===== src/rtl/dialogue_pkg.sv =====
// Shared constants and types for the board-to-board dialogue link.
package dialogue_pkg;

    // Link framing: a byte travels as SYMS_PER_FRAME symbols of SYM_W bits.
    localparam int SYM_W          = 2;
    localparam int SYMS_PER_FRAME = 4;
    localparam int BYTE_W         = SYM_W * SYMS_PER_FRAME;

    // Default parameter values for dialogue_link.
    localparam int DEF_HOLD_CYCLES = 4;
    localparam int DEF_TIMEOUT     = 64;
    localparam int DEF_FIFO_DEPTH  = 4;

    // Transmit sequencer states.
    typedef enum logic [1:0] {
        ST_IDLE,
        ST_SETUP,
        ST_STROBE,
        ST_HOLD
    } tx_state_t;

endpackage


===== src/rtl/dialogue_fifo.sv =====
// Small synchronous FIFO used as the transmit byte queue.
// Head data is presented combinationally (first-word fall-through).
module dialogue_fifo #(
    parameter int DATA_W = 8,
    parameter int DEPTH  = 4
) (
    input  logic                     clk,
    input  logic                     rst_n,
    input  logic                     i_push,
    input  logic [DATA_W-1:0]        i_data,
    input  logic                     i_pop,
    output logic [DATA_W-1:0]        o_data,
    output logic                     o_full,
    output logic                     o_empty,
    output logic [$clog2(DEPTH):0]   o_count
);

    localparam int AW = $clog2(DEPTH);
    localparam int CW = AW + 1;

    logic [DATA_W-1:0] r_mem [DEPTH];
    logic [AW-1:0]     r_wr_ptr;
    logic [AW-1:0]     r_rd_ptr;
    logic [CW-1:0]     r_count;
    logic              w_do_push;
    logic              w_do_pop;

    // Full/empty come from the registered count only, so a same-cycle pop
    // can never open room for a push into a full queue.
    assign o_full    = (r_count == CW'(DEPTH));
    assign o_empty   = (r_count == '0);
    assign o_count   = r_count;
    assign o_data    = r_mem[r_rd_ptr];
    assign w_do_push = i_push && !o_full;
    assign w_do_pop  = i_pop && !o_empty;

    // Storage write.
    // NOTE: the data array has no reset; pointers and count define validity,
    // and leaving it unreset lets it map onto plain RAM/register cells.
    always_ff @(posedge clk) begin
        if (w_do_push) begin
            r_mem[r_wr_ptr] <= i_data;
        end
    end

    // Pointer and occupancy bookkeeping.
    // NOTE: sequential state uses non-blocking assignments so every flop
    // samples pre-edge values regardless of statement order.
    always_ff @(posedge clk or negedge rst_n) begin
        if (!rst_n) begin
            r_wr_ptr <= '0;
            r_rd_ptr <= '0;
            r_count  <= '0;
        end else begin
            if (w_do_push) begin
                r_wr_ptr <= r_wr_ptr + AW'(1);
            end
            if (w_do_pop) begin
                r_rd_ptr <= r_rd_ptr + AW'(1);
            end
            case ({w_do_push, w_do_pop})
                2'b10:   r_count <= r_count + CW'(1);
                2'b01:   r_count <= r_count - CW'(1);
                default: r_count <= r_count;
            endcase
        end
    end

endmodule


===== src/rtl/dialogue_link.sv =====
// Serial dialogue link between two game boards. Bytes are queued, split into
// 2-bit symbols and sent with a toggling strobe; the receiver synchronizes the
// partner's lines, reassembles bytes and discards stale partial frames.
module dialogue_link
    import dialogue_pkg::*;
#(
    parameter int HOLD_CYCLES = DEF_HOLD_CYCLES,
    parameter int TIMEOUT     = DEF_TIMEOUT,
    parameter int FIFO_DEPTH  = DEF_FIFO_DEPTH
) (
    input  logic              clk,
    input  logic              rst_n,
    input  logic [BYTE_W-1:0] tx_data,
    input  logic              tx_valid,
    output logic              tx_ready,
    output logic [SYM_W:0]    dialogue_out,
    input  logic [SYM_W:0]    dialogue_in,
    output logic [BYTE_W-1:0] rx_data,
    output logic              rx_valid,
    output logic              rx_err,
    output logic              link_busy
);

    localparam logic [7:0] HOLD_LAST = 8'(HOLD_CYCLES - 1);
    localparam logic [9:0] TO_LAST   = 10'(TIMEOUT - 1);
    localparam logic [1:0] LAST_SYM  = 2'(SYMS_PER_FRAME - 1);
    localparam int         ASM_W     = BYTE_W - SYM_W;

    // ------------------------------------------------------------------
    // Transmit queue
    // ------------------------------------------------------------------
    logic [BYTE_W-1:0]            w_fifo_dout;
    logic                         w_full;
    logic                         w_empty;
    logic [$clog2(FIFO_DEPTH):0]  w_count;
    logic                         w_pop;

    dialogue_fifo #(
        .DATA_W (BYTE_W),
        .DEPTH  (FIFO_DEPTH)
    ) u_fifo (
        .clk     (clk),
        .rst_n   (rst_n),
        .i_push  (tx_valid),
        .i_data  (tx_data),
        .i_pop   (w_pop),
        .o_data  (w_fifo_dout),
        .o_full  (w_full),
        .o_empty (w_empty),
        .o_count (w_count)
    );

    assign tx_ready = !w_full;

    // ------------------------------------------------------------------
    // Transmit sequencer
    // ------------------------------------------------------------------
    tx_state_t         r_state;
    tx_state_t         w_state_nxt;
    logic              w_next_sym;
    logic [BYTE_W-1:0] r_shift;
    logic [SYM_W-1:0]  r_sym;
    logic              r_strobe;
    logic [1:0]        r_sym_idx;
    logic [7:0]        r_hold_cnt;

    // TX state register.
    always_ff @(posedge clk or negedge rst_n) begin
        if (!rst_n) begin
            r_state <= ST_IDLE;
        end else begin
            r_state <= w_state_nxt;
        end
    end

    // TX next-state and control decode. The last HOLD cycle of a byte pops
    // the next byte directly, so back-to-back bytes leave no idle gap.
    // NOTE: every signal gets a default before the case so no path leaves
    // it unassigned, which would otherwise infer a latch.
    always_comb begin
        w_state_nxt = r_state;
        w_pop       = 1'b0;
        w_next_sym  = 1'b0;
        case (r_state)
            ST_IDLE: begin
                if (!w_empty) begin
                    w_pop       = 1'b1;
                    w_state_nxt = ST_SETUP;
                end
            end
            ST_SETUP: begin
                w_state_nxt = ST_STROBE;
            end
            ST_STROBE: begin
                w_state_nxt = ST_HOLD;
            end
            ST_HOLD: begin
                if (r_hold_cnt == HOLD_LAST) begin
                    if (r_sym_idx != LAST_SYM) begin
                        w_next_sym  = 1'b1;
                        w_state_nxt = ST_SETUP;
                    end else if (!w_empty) begin
                        w_pop       = 1'b1;
                        w_state_nxt = ST_SETUP;
                    end else begin
                        w_state_nxt = ST_IDLE;
                    end
                end
            end
            default: begin
                w_state_nxt = ST_IDLE;
            end
        endcase
    end

    // TX datapath: symbol shifter, strobe toggle and hold timer.
    always_ff @(posedge clk or negedge rst_n) begin
        if (!rst_n) begin
            r_shift    <= '0;
            r_sym      <= '0;
            r_strobe   <= 1'b0;
            r_sym_idx  <= '0;
            r_hold_cnt <= '0;
        end else begin
            if (w_pop) begin
                r_sym     <= w_fifo_dout[BYTE_W-1 -: SYM_W];
                r_shift   <= {w_fifo_dout[BYTE_W-SYM_W-1:0], {SYM_W{1'b0}}};
                r_sym_idx <= '0;
            end else if (w_next_sym) begin
                r_sym     <= r_shift[BYTE_W-1 -: SYM_W];
                r_shift   <= {r_shift[BYTE_W-SYM_W-1:0], {SYM_W{1'b0}}};
                r_sym_idx <= r_sym_idx + 2'd1;
            end
            // Symbol is already stable for one cycle when the strobe flips.
            if (r_state == ST_SETUP) begin
                r_strobe <= ~r_strobe;
            end
            if (r_state == ST_STROBE) begin
                r_hold_cnt <= '0;
            end else if (r_state == ST_HOLD) begin
                r_hold_cnt <= r_hold_cnt + 8'd1;
            end
        end
    end

    assign dialogue_out = {r_strobe, r_sym};
    assign link_busy    = (r_state != ST_IDLE) || (w_count != '0);

    // ------------------------------------------------------------------
    // Receiver
    // ------------------------------------------------------------------
    logic [SYM_W:0]    r_sync1;
    logic [SYM_W:0]    r_sync2;
    logic              r_sync3;
    logic              w_toggle;
    logic              w_timeout;
    logic [ASM_W-1:0]  r_asm;
    logic [BYTE_W-1:0] w_asm_nxt;
    logic [1:0]        r_rx_cnt;
    logic [9:0]        r_idle_cnt;
    logic [BYTE_W-1:0] r_rx_data;
    logic              r_rx_valid;
    logic              r_rx_err;

    // Two-flop synchronizer on all lines, plus a delayed copy of the strobe.
    always_ff @(posedge clk or negedge rst_n) begin
        if (!rst_n) begin
            r_sync1 <= '0;
            r_sync2 <= '0;
            r_sync3 <= 1'b0;
        end else begin
            r_sync1 <= dialogue_in;
            r_sync2 <= r_sync1;
            r_sync3 <= r_sync2[SYM_W];
        end
    end

    assign w_toggle  = r_sync2[SYM_W] ^ r_sync3;
    assign w_timeout = (r_rx_cnt != 2'd0) && (r_idle_cnt == TO_LAST);
    assign w_asm_nxt = {r_asm, r_sync2[SYM_W-1:0]};

    // Frame assembly, completion and stale-frame discard. A toggle landing
    // on the timeout cycle still reports the discard but starts a new frame.
    always_ff @(posedge clk or negedge rst_n) begin
        if (!rst_n) begin
            r_asm      <= '0;
            r_rx_cnt   <= '0;
            r_idle_cnt <= '0;
            r_rx_data  <= '0;
            r_rx_valid <= 1'b0;
            r_rx_err   <= 1'b0;
        end else begin
            r_rx_valid <= 1'b0;
            r_rx_err   <= 1'b0;
            if (w_toggle) begin
                r_idle_cnt <= '0;
                r_asm      <= w_asm_nxt[ASM_W-1:0];
                if (w_timeout) begin
                    r_rx_err <= 1'b1;
                    r_rx_cnt <= 2'd1;
                end else if (r_rx_cnt == LAST_SYM) begin
                    r_rx_data  <= w_asm_nxt;
                    r_rx_valid <= 1'b1;
                    r_rx_cnt   <= '0;
                end else begin
                    r_rx_cnt <= r_rx_cnt + 2'd1;
                end
            end else if (w_timeout) begin
                r_rx_err   <= 1'b1;
                r_rx_cnt   <= '0;
                r_idle_cnt <= '0;
            end else if (r_rx_cnt != 2'd0) begin
                r_idle_cnt <= r_idle_cnt + 10'd1;
            end
        end
    end

    assign rx_data  = r_rx_data;
    assign rx_valid = r_rx_valid;
    assign rx_err   = r_rx_err;

endmodule


===== config.mk =====
export PLATFORM = sky130hd
export DESIGN_NAME = dialogue_link
export DESIGN_NICKNAME = d
export VERILOG_FILES = /design/src/rtl/dialogue_pkg.sv /design/src/rtl/dialogue_fifo.sv /design/src/rtl/dialogue_link.sv
export SDC_FILE = /design/constraint.sdc
export NUM_CORES = 1
export LEC_CHECK = 0
export CORE_UTILIZATION = 52
export DETAILED_ROUTE_END_ITERATION = 10
export PLACE_DENSITY = 0.77
export SLEW_MARGIN = 25
export SYNTH_ARGS = -nofsm -noshare
export SYNTH_HDL_FRONTEND = slang
export SYNTH_SLANG_ARGS = --single-unit

===== constraint.sdc =====
create_clock -name clk -period 2.6 [get_ports clk]
set_input_delay 0.39 -clock clk [delete_from_list [all_inputs] [get_ports clk]]
set_output_delay 0.39 -clock clk [all_outputs]
set_load 0.02 [all_outputs]

Word level (Yosys, flattened, before mapping)
Memories as Yosys holds them, arrays and structs flattened. Cells that the tools add are included.

Word-level logic and storage cells: 94. RAM bits: 32. Register bits after elaboration: 65. Memories: 1.

Mux-type cells: 34. Bitwise gates (word level): 3. Add/sub/neg operators: 8. Equal/unequal tests: 12. Reduce and logical (&&, ||, !) cells: 18.

Memory list: u_fifo.r_mem (depth 4, width 8, rd ports 1, clocked after Yosys merged registers in 0, wr ports 1, line dialogue_fifo.sv:21) `logic [DATA_W-1:0] r_mem [DEPTH];`.

Operators with widths (number): two-way mux 8 bit (4); two-way mux 10 bit (3); two-way mux 2 bit (10); two-way mux 1 bit (14); nonzero test 2 bit (6); adder 10 x 1 -> 10 bit (second input constant) (1); equality test 10 x 6 -> 1 bit (second input constant) (1); adder 2 x 1 -> 2 bit (second input constant) (4); adder 8 x 1 -> 8 bit (second input constant) (1); equality test 2 bit (second input constant) (4); equality test 8 x 2 -> 1 bit (second input constant) (1); one-hot mux 2 bit (4 select lines) (1); != test 2 bit (second input constant) (3); one-hot mux 3 bit (2 select lines) (1); nonzero test 3 bit (2); equality test 2 x 1 -> 1 bit (second input constant) (2); adder 3 x 1 -> 3 bit (second input constant) (1); equality test 3 bit (second input constant) (1); logical AND 1 bit (3); logical NOT 3 bit (1); AND reduction 3 bit (1); subtractor 3 x 1 -> 3 bit (second input constant) (1); logical NOT 1 bit (2); logical NOT 2 bit (1); other kinds (5) (6).

Depth between registers and ports, before layout
Gate-level depths: netlist of the first run.

Depth in word-level cells: 8. Depth in mapped cells: 11. Depth with buffers taken out: 10.

By module
Synthesis of the first run repeated with hierarchy kept, for this count alone.

Cells, all modules: 290. Area, all modules: 4070.2 sq um.

By module, submodules not included: dialogue_link (cells an instance 210, area an instance 2486.1 sq um, seq. area each 1401.3 sq um, instances 1); dialogue_fifo (cells an instance 80, area an instance 1584.0 sq um, seq. area each 1136.1 sq um, instances 1).

Worst setup path after synthesis of the first run
No wires, ideal clock.

Kind: register -> register. Start point: reg r_hold_cnt[0]. End point: reg u_fifo.r_count[2], in the netlist u_fifo.o_count[2]. Data arrival time: 2.360 ns. Period minus slack after synthesis: 2.439 ns. Setup slack: 0.161 ns. Cell stages (with the launch flop): 12. Buffers on the path: 1. Setup time: 0.079 ns. Path through: dfrtp_1 > ha_1 > nor3b_2 > a41oi_1 > nor3_2 > buf_6 > ha_1 > inv_1 > fa_1 > xor2_1 > nor2_1 > xor2_1.

Word-level cells in the longest chain between the ends: 6. Elaborated cells between the ends (all ways): 8. Those cells by class: eq/ne (3); mux (3); reduce/logical (2).

Ends and longest elaborated chain: from (decl) (line dialogue_link.sv:65) `logic [7:0] r_hold_cnt;`; from (signal assigned) (line dialogue_link.sv:141) `r_hold_cnt <= r_hold_cnt + 8'd1;`; equality test 8 x 2 -> 1 bit (*) (line dialogue_link.sv:98) `if (r_hold_cnt == HOLD_LAST) begin`; two-way mux 1 bit (*) (line dialogue_link.sv:98); one-hot mux 1 bit (2 select lines) (*) (line dialogue_link.sv:84) `case (r_state)`; logical AND 1 bit (*) (line dialogue_fifo.sv:35) `assign w_do_pop = i_pop && !o_empty;`; net u_fifo.w_do_pop (line dialogue_fifo.sv:26) `logic w_do_pop;`; equality test 2 x 1 -> 1 bit or equality test 2 bit (tied branches) (line dialogue_fifo.sv:61) `case ({w_do_push, w_do_pop})`; one-hot mux 3 bit (2 select lines) or nonzero test 2 bit (tied branches); to (signal assigned) (line dialogue_fifo.sv:62) `2'b10: r_count <= r_count + CW'(1);`; to (signal assigned) (line dialogue_fifo.sv:63) `2'b01: r_count <= r_count - CW'(1);`; to (signal assigned) (line dialogue_fifo.sv:64) `default: r_count <= r_count;`; to (decl) (line dialogue_fifo.sv:24) `logic [CW-1:0] r_count;`.

The timed path passes the listed nets; every way through them passes the cells marked *. A chain may end at the register's enable or synchronous reset.

Worst setup path in the final report of the first run
Start point: reg r_hold_cnt[0]. End point: reg u_fifo.r_count[2], in the netlist u_fifo.o_count[2].

Word-level cells in the longest chain between the ends: 6. Elaborated cells between the ends (all ways): 8. Those cells by class: eq/ne (3); mux (3); reduce/logical (2).

Ends and longest elaborated chain (line): equality test 8 x 2 -> 1 bit (*) (dialogue_link.sv:98); two-way mux 1 bit (*) (dialogue_link.sv:98); one-hot mux 1 bit (2 select lines) (*) (dialogue_link.sv:84); logical AND 1 bit (*) (dialogue_fifo.sv:35); equality test 2 x 1 -> 1 bit or equality test 2 bit (tied branches) (dialogue_fifo.sv:61); one-hot mux 3 bit (2 select lines) or nonzero test 2 bit (tied branches).

Mark *: on every way between the ends. The rest lies on a longest branch, timed or not.

==> results.ini, run 1 <==
[route]
drcViolationCount = 0
ant_nets = 0
routed-via-count = 2184
firstDrtPassIters = 4
post_detailed_routing_wire_length_mm = 6.26
routedWlPerCell_microns = 14.9
drt-initial-drc-count = 61
drt-vias-per-instance = 5.20

[floorplanning]
floorplan.initialDensity = 0.549
num_rows = 31
coreArea_sq_um = 7370
io_pins = 29
floorplan.die_area_sq_um = 8140
die_w_microns = 90.2
floorplan.die.height_microns = 90.2

[cts]
clock_tree.root_cell = clkbuf_8
cts_tree = yes
cts.path.max_buffers = 2
clock_latency_ns = 0.37
clock_sink_count = 95
cts.htree.levels = 3
path_clk_slew_ns = 0.09
tritoncts.num_buffers = 9

[worst_setup_path]
ff2ff_setup_slack_ns = 0.24
timing.reg2reg.worst_path_depth = 10
crit-reg2reg-capture = u_fifo.o_count[2]
timing.setup.critical_path_class = reg -> reg
start_kind = flip-flop
endpoint = u_fifo.o_count[2]
worst_r2r_startpoint = r_hold_cnt[0]
required_ns = 2.90
cp-startpoint = r_hold_cnt[0]
worst_ep_arrival_time_ns = 2.65
end_kind = flip-flop
path_max_fanout = 4

[global_routing]
grt_antenna_before_repair = 0
global_route_wire_length_before_repair_mm = 11.1
number_of_global_route_vias_before_repair = 2327
overflow = 0
overall_global_routing_usage = 0.179
largest_net_degree_at_the_start_of_global_routing = 28

[layout]
layout.cells.most_common = dfrtp_1
layout-drive-gt1-share = 0.209
mostFrequentLayoutCells = dfrtp_1 (63), edfxtp_1 (32), mux2_2 (28)
n_diodes = 0
final-instance-count-excl-fill = 420
area_growth_syn_to_layout_pct = 15.1
fin_nets = 346

[synth]
ys_ff_latch = 95
synth_seq_area_share = 0.627
ys_warn_count = 0
synth_area_sq_um = 4050
syn_area_per_cell_sq_um = 14.6
synthCells = 278
synth-edff-count = 32
ys.flop_type = dfrtp_1
ys_types = 38
synth_fp_nets = 308
async_flop_share = 0.663

[sta]
fin_crit_sh = 0.906
timing.final.max_slew_violations = 0
report.final.hold_viol_count = 0
finalWorstPathRequiredPeriod_ns = 2.36
fmax_ghz = 0.424
pin_slew_with_the_least_headroom_to_its_limit_ns = 0.625
totalNegativeSetupSlack_ns = 0
skew_ns = 0.0108
worst_hold_slack_ns = 0.00819
finalSetupViolCount = 0
setup_ws_ns = 0.244
worst_slew_slack_as_a_fraction_of_its_limit = 0.583

[placed_design]
dpl_hpwl_mm = 4.31
post-place-cells = 402
globalplace.congestion = 0.769
port-buffer-count = 28
dp_worst_setup_slack_ns = 0.123

[outcome]
outcome = finished, final reports clean

[power_and_ir_drop]
power_per_cell_area_nw_per_um2 = 1030
leak_nw = 1.94
irDropWorstVdd_mv = 0.596

[min_path]
hold_path_class = in -> async

[job]
maxCapViolations = 0

-- flip-flops by register name, summed over array words and instances (netlist names), 3 cells and up --
name / flops
r_sync1: 3
u_fifo.o_count: 3
r_asm: 6
r_sync2: 3
r_hold_cnt: 8
rx_data: 8
u_fifo.r_mem: 32
r_idle_cnt: 10
r_shift: 6
-- where the power goes --
part	leakage [nW]	total (mW)	switching (mW)	internal [mW]
clock	0.0949	0.904	0.535	0.368
sequential	1.08	2.26	0.292	1.97
combinational	0.771	1.64	0.773	0.871
total	1.94	4.81	1.60	3.21
-- worst max-delay path: stages (launching register included) --
cell	delay, ns
dfrtp_1	0.37
ha_2	0.22
nor3b_4	0.24
a41oi_1	0.19
nor3_2	0.21
ha_1	0.22
inv_1	0.06
fa_1	0.38
xor2_1	0.16
nor2_1	0.11
xor2_1	0.14
-- synth_stat cells, types with 2 or more instances --
cell	instances	area, sq um
mux2i_1	6	60.1
nand4_1	5	31.3
xor2_1	14	123
nor3_1	4	20.0
nand2_1	9	33.8
nand4b_1	2	17.5
and3_1	6	37.5
o21ai_0	4	20.0
inv_1	13	48.8
buf_4	2	15.0
edfxtp_1	32	961
buf_2	3	15.0
xnor2_1	10	87.6
nand3_1	4	20.0
nor2_1	27	101
dfrtp_1	63	1580
mux2_2	28	315
ha_1	15	188
mux4_2	8	180
a21oi_1	2	10.0
clkbuf_1	4	15.0
-- what timing repair did --
| item | 4_1_cts | 5_1_grt |
|---|---|---|
| setup buffers | 0 | 2 |
| resized for setup | 0 | 2 |
| hold buffers | 0 | 0 |
| setup endpoints to repair | 0 | 1 |
-- metrics by stage --
| step | area [sq um] | util | power (mW) |
|---|---|---|---|
| 2_1_floorplan | 4050 | - | 3.41 |
| 3_3_place_gp | 4440 | 0.603 | 3.86 |
| 3_5_place_dp | 4440 | 0.603 | 3.94 |
| 4_1_cts | 4630 | 0.628 | 4.84 |
| 5_1_grt | 4650 | 0.632 | 5.15 |
| 6_report | 4650 | 0.632 | 4.81 |
-- worst min path at each step --
stage	start	end	slack, ns	cells past startpoint
floorplan	rst_n	r_asm[0]	0.09	0
global placement	r_sync1[1]	r_sync2[1]	0.33	0
detailed placement	r_sync1[2]	r_sync2[2]	0.34	0
CTS	rst_n	r_hold_cnt[1]	0.02	1
global route	rst_n	rx_err	0.04	1
finish	rst_n	r_hold_cnt[0]	0.008	1
-- metal layers --
metal / track usage / share of wire / up-vias
met3: 0.0415 / 0.029 / 11
met1: 0.225 / 0.45 / 1085
met4: 0.0806 / 0.019 / 0
met5: 0 / 0 / -
li1: - / - / 1056
met2: 0.295 / 0.50 / 32
-- final cells by class --
| class | count | area (sq um) |
|---|---|---|
| Fill cell | 558 | 2720 |
| Timing Repair Buffer | 37 | 343 |
| Sequential cell | 95 | 2540 |
| Clock inverter | 7 | 66.3 |
| Clock buffer | 9 | 124 |
| Inverter | 13 | 48.8 |
| Tap cell | 99 | 124 |
| Multi-Input combinational cell | 160 | 1410 |
-- cells by family (layout without fill, tap and decap cells) --
logic type | Yosys count | count (layout) | share of synthesized area
muxes | 42 | 42 | 0.137
adders and majority gates | 16 | 16 | 0.0513
and+or+nand+nor | 68 | 68 | 0.0900
xor gates and xnor gates | 24 | 24 | 0.0520
AOI/OAI and AO/OA | 10 | 10 | 0.0161
buffers and inverters | 23 | 66 | 0.0260
DFF | 95 | 95 | 0.627
Power figures use the tool's default switching activity.
==> run 2: changes to the inputs <==
- CTS_CLUSTER_DIAMETER: not set -> 30
- GPL_TIMING_DRIVEN: not set -> 0
- clock period: 2.6 -> 2 ns (I/O delays scaled with it)
==> results.ini, run 2 (synthesis results as in run 1) <==
[cts]
clock_tree.root_cell = clkbuf_8
cts_tree = yes
tritoncts.num_buffers = 9
clock_sink_count = 95
cts.path.max_buffers = 2
clock_latency_ns = 0.36
path_clk_slew_ns = 0.09
cts.htree.levels = 3

[layout]
layout.cells.most_common = dfrtp_1
nFillCells = 524
area_growth_syn_to_layout_pct = 20.0
mostFrequentLayoutCells = dfrtp_1 (62), edfxtp_1 (32), mux2_2 (28)
final-instance-count-excl-fill = 433
layout-drive-gt1-share = 0.257
top_regs = u_fifo.r_mem x32, r_idle_cnt x10
n_diodes = 0
fin_nets = 359
largest_reg_flops = 32
top_register = u_fifo.r_mem

[outcome]
outcome = finished, violations left
violated_checks = setup timing

[sta]
worst_hold_slack_ns = 0.338
fin_crit_sh = 1.17
pin_slew_with_the_least_headroom_to_its_limit_ns = 0.535
fmax_ghz = 0.428
skew_ns = 0.0107
finalWorstPathRequiredPeriod_ns = 2.33
setup_ws_ns = -0.335
unrepaired_setup_endpoints_after_global_routing = yes
timing.final.max_slew_violations = 0
report.final.hold_viol_count = 0
finalSetupViolCount = 6
worst_slew_slack_as_a_fraction_of_its_limit = 0.643

[power_and_ir_drop]
combinationalPowerShare = 0.358
leak_nw = 2.02
netSwitchingPower_mw = 2.10
swShare = 0.316
internal-power_mw = 4.56
irDropWorstVdd_mv = 0.825
power.sequential.fraction = 0.429
power_per_cell_area_nw_per_um2 = 1370
pwr-share-clk = 0.213

[worst_setup_path]
path_max_fanout = 2
required_ns = 2.28
start_kind = flip-flop
timing.setup.critical_path_class = reg -> reg
ff2ff_setup_slack_ns = -0.33
worst_ep_arrival_time_ns = 2.62
end_kind = flip-flop

[placed_design]
port-buffer-count = 28
globalplace.congestion = 0.762
post-place-cells = 406
dpl_hpwl_mm = 4.12

[floorplanning]
floorplan.die.height_microns = 90.2
io_pins = 29
floorplan.die_area_sq_um = 8140
die_w_microns = 90.2
floorplan.initialDensity = 0.549
coreArea_sq_um = 7370
num_rows = 31

[route]
routedWlPerCell_microns = 14.5
drcViolationCount = 0
firstDrtPassIters = 4
routed-via-count = 2286
post_detailed_routing_wire_length_mm = 6.26
ant_nets = 0
drt-vias-per-instance = 5.28
drt-initial-drc-count = 115

[min_path]
hold_path_class = in -> async

[global_routing]
overflow = 0
grt_antenna_before_repair = 0
global_route_wire_length_before_repair_mm = 10.8
number_of_global_route_vias_before_repair = 2192
overall_global_routing_usage = 0.171
largest_net_degree_at_the_start_of_global_routing = 51

[job]
maxCapViolations = 0

-- run 2: cell count changes in the layout (fill, tap and decap cells not counted), moves of 2 or more --
cell / previous run / this run
buf_6: 0 / 2
ha_1: 14 / 12
clkbuf_1: 0 / 3
inv_2: 0 / 2
ha_4: 0 / 2
buf_4: 9 / 14
clkdlybuf4s50_1: 27 / 25
dlygate4sd2_1: 0 / 2
bufinv_16: 0 / 2
inv_1: 13 / 11
-- run 2: worst paths after layout --
| path | startpoint | endpoint | depth (start not counted) |
|---|---|---|---|
| max in group asynchronous | rst_n | r_sync1[0] | 3 |
| max reg2reg | r_hold_cnt[4] | u_fifo.o_count[2] | 10 |
| min reg2reg | r_sync1[2] | r_sync2[2] | 0 |
| max | r_hold_cnt[4] | u_fifo.o_count[2] | 10 |
| min | rst_n | r_shift[4] | 2 |
| min in group clk | r_sync1[2] | r_sync2[2] | 0 |
-- run 2: cell type report --
cell class	instances	area, sq um	share of cell area
sequential	95	2540	0.523
multi-input combinational	160	1460	0.301
timing repair buffer	41	395	0.0814
clock buffer	10	138	0.0283
tap	99	124	0.0255
clock inverter	6	91.3	0.0188
buffer	9	58.8	0.0121
inverter	13	48.8	0.0100
-- run 2: power groups by stage --
stage,Combinational [mW],Sequential (mW),Clock (mW)
after detailed placement,2.27,2.90,0
after global routing,2.62,2.93,1.53
after CTS,2.37,2.87,1.46
after global placement,2.21,2.87,0
after floorplan,1.53,2.96,0
final,2.38,2.86,1.42
-- run 2: critical path, cell delays in order (launching register included) --
cell and delay (ns):
dfrtp_2 0.43, nor4_4 0.34, a41oi_2 0.18, nor3_2 0.27
buf_6 0.15, ha_4 0.13, inv_2 0.03, fa_2 0.33
xor2_1 0.14, nor2_1 0.11, xor2_1 0.15
-- run 2: routing by layer --
metal / track usage / vias up / wire length [microns]
met4: 0.0645 / 0 / 85
met5: 0 / - / 0
li1: - / 1085 / -
met1: 0.240 / 1147 / 2910
met3: 0.0465 / 10 / 242
met2: 0.256 / 44 / 3020
-- run 2: per-stage QoR --
step | instance area, sq um | worst slack, ns | power, mW | utilization | setup TNS, ns
finish | 4860 | -0.335 | 6.66 | 0.659 | -0.578
global route | 4860 | -0.528 | 7.08 | 0.659 | -1.26
CTS | 4820 | -0.338 | 6.70 | 0.654 | -0.558
detailed placement | 4510 | -0.591 | 5.17 | 0.611 | -1.50
global placement | 4480 | -1.43 | 5.08 | 0.608 | -90.44
floorplan | 4080 | -0.340 | 4.48 | - | -0.573
-- run 2: repair_timing --
item	CTS	global route
pin swaps	5	2
endpoints found under the hold margin	13	0
gates resized for setup	8	4
buffers inserted	8	4
hold buffers	1	0
endpoints found under the setup margin	17	24
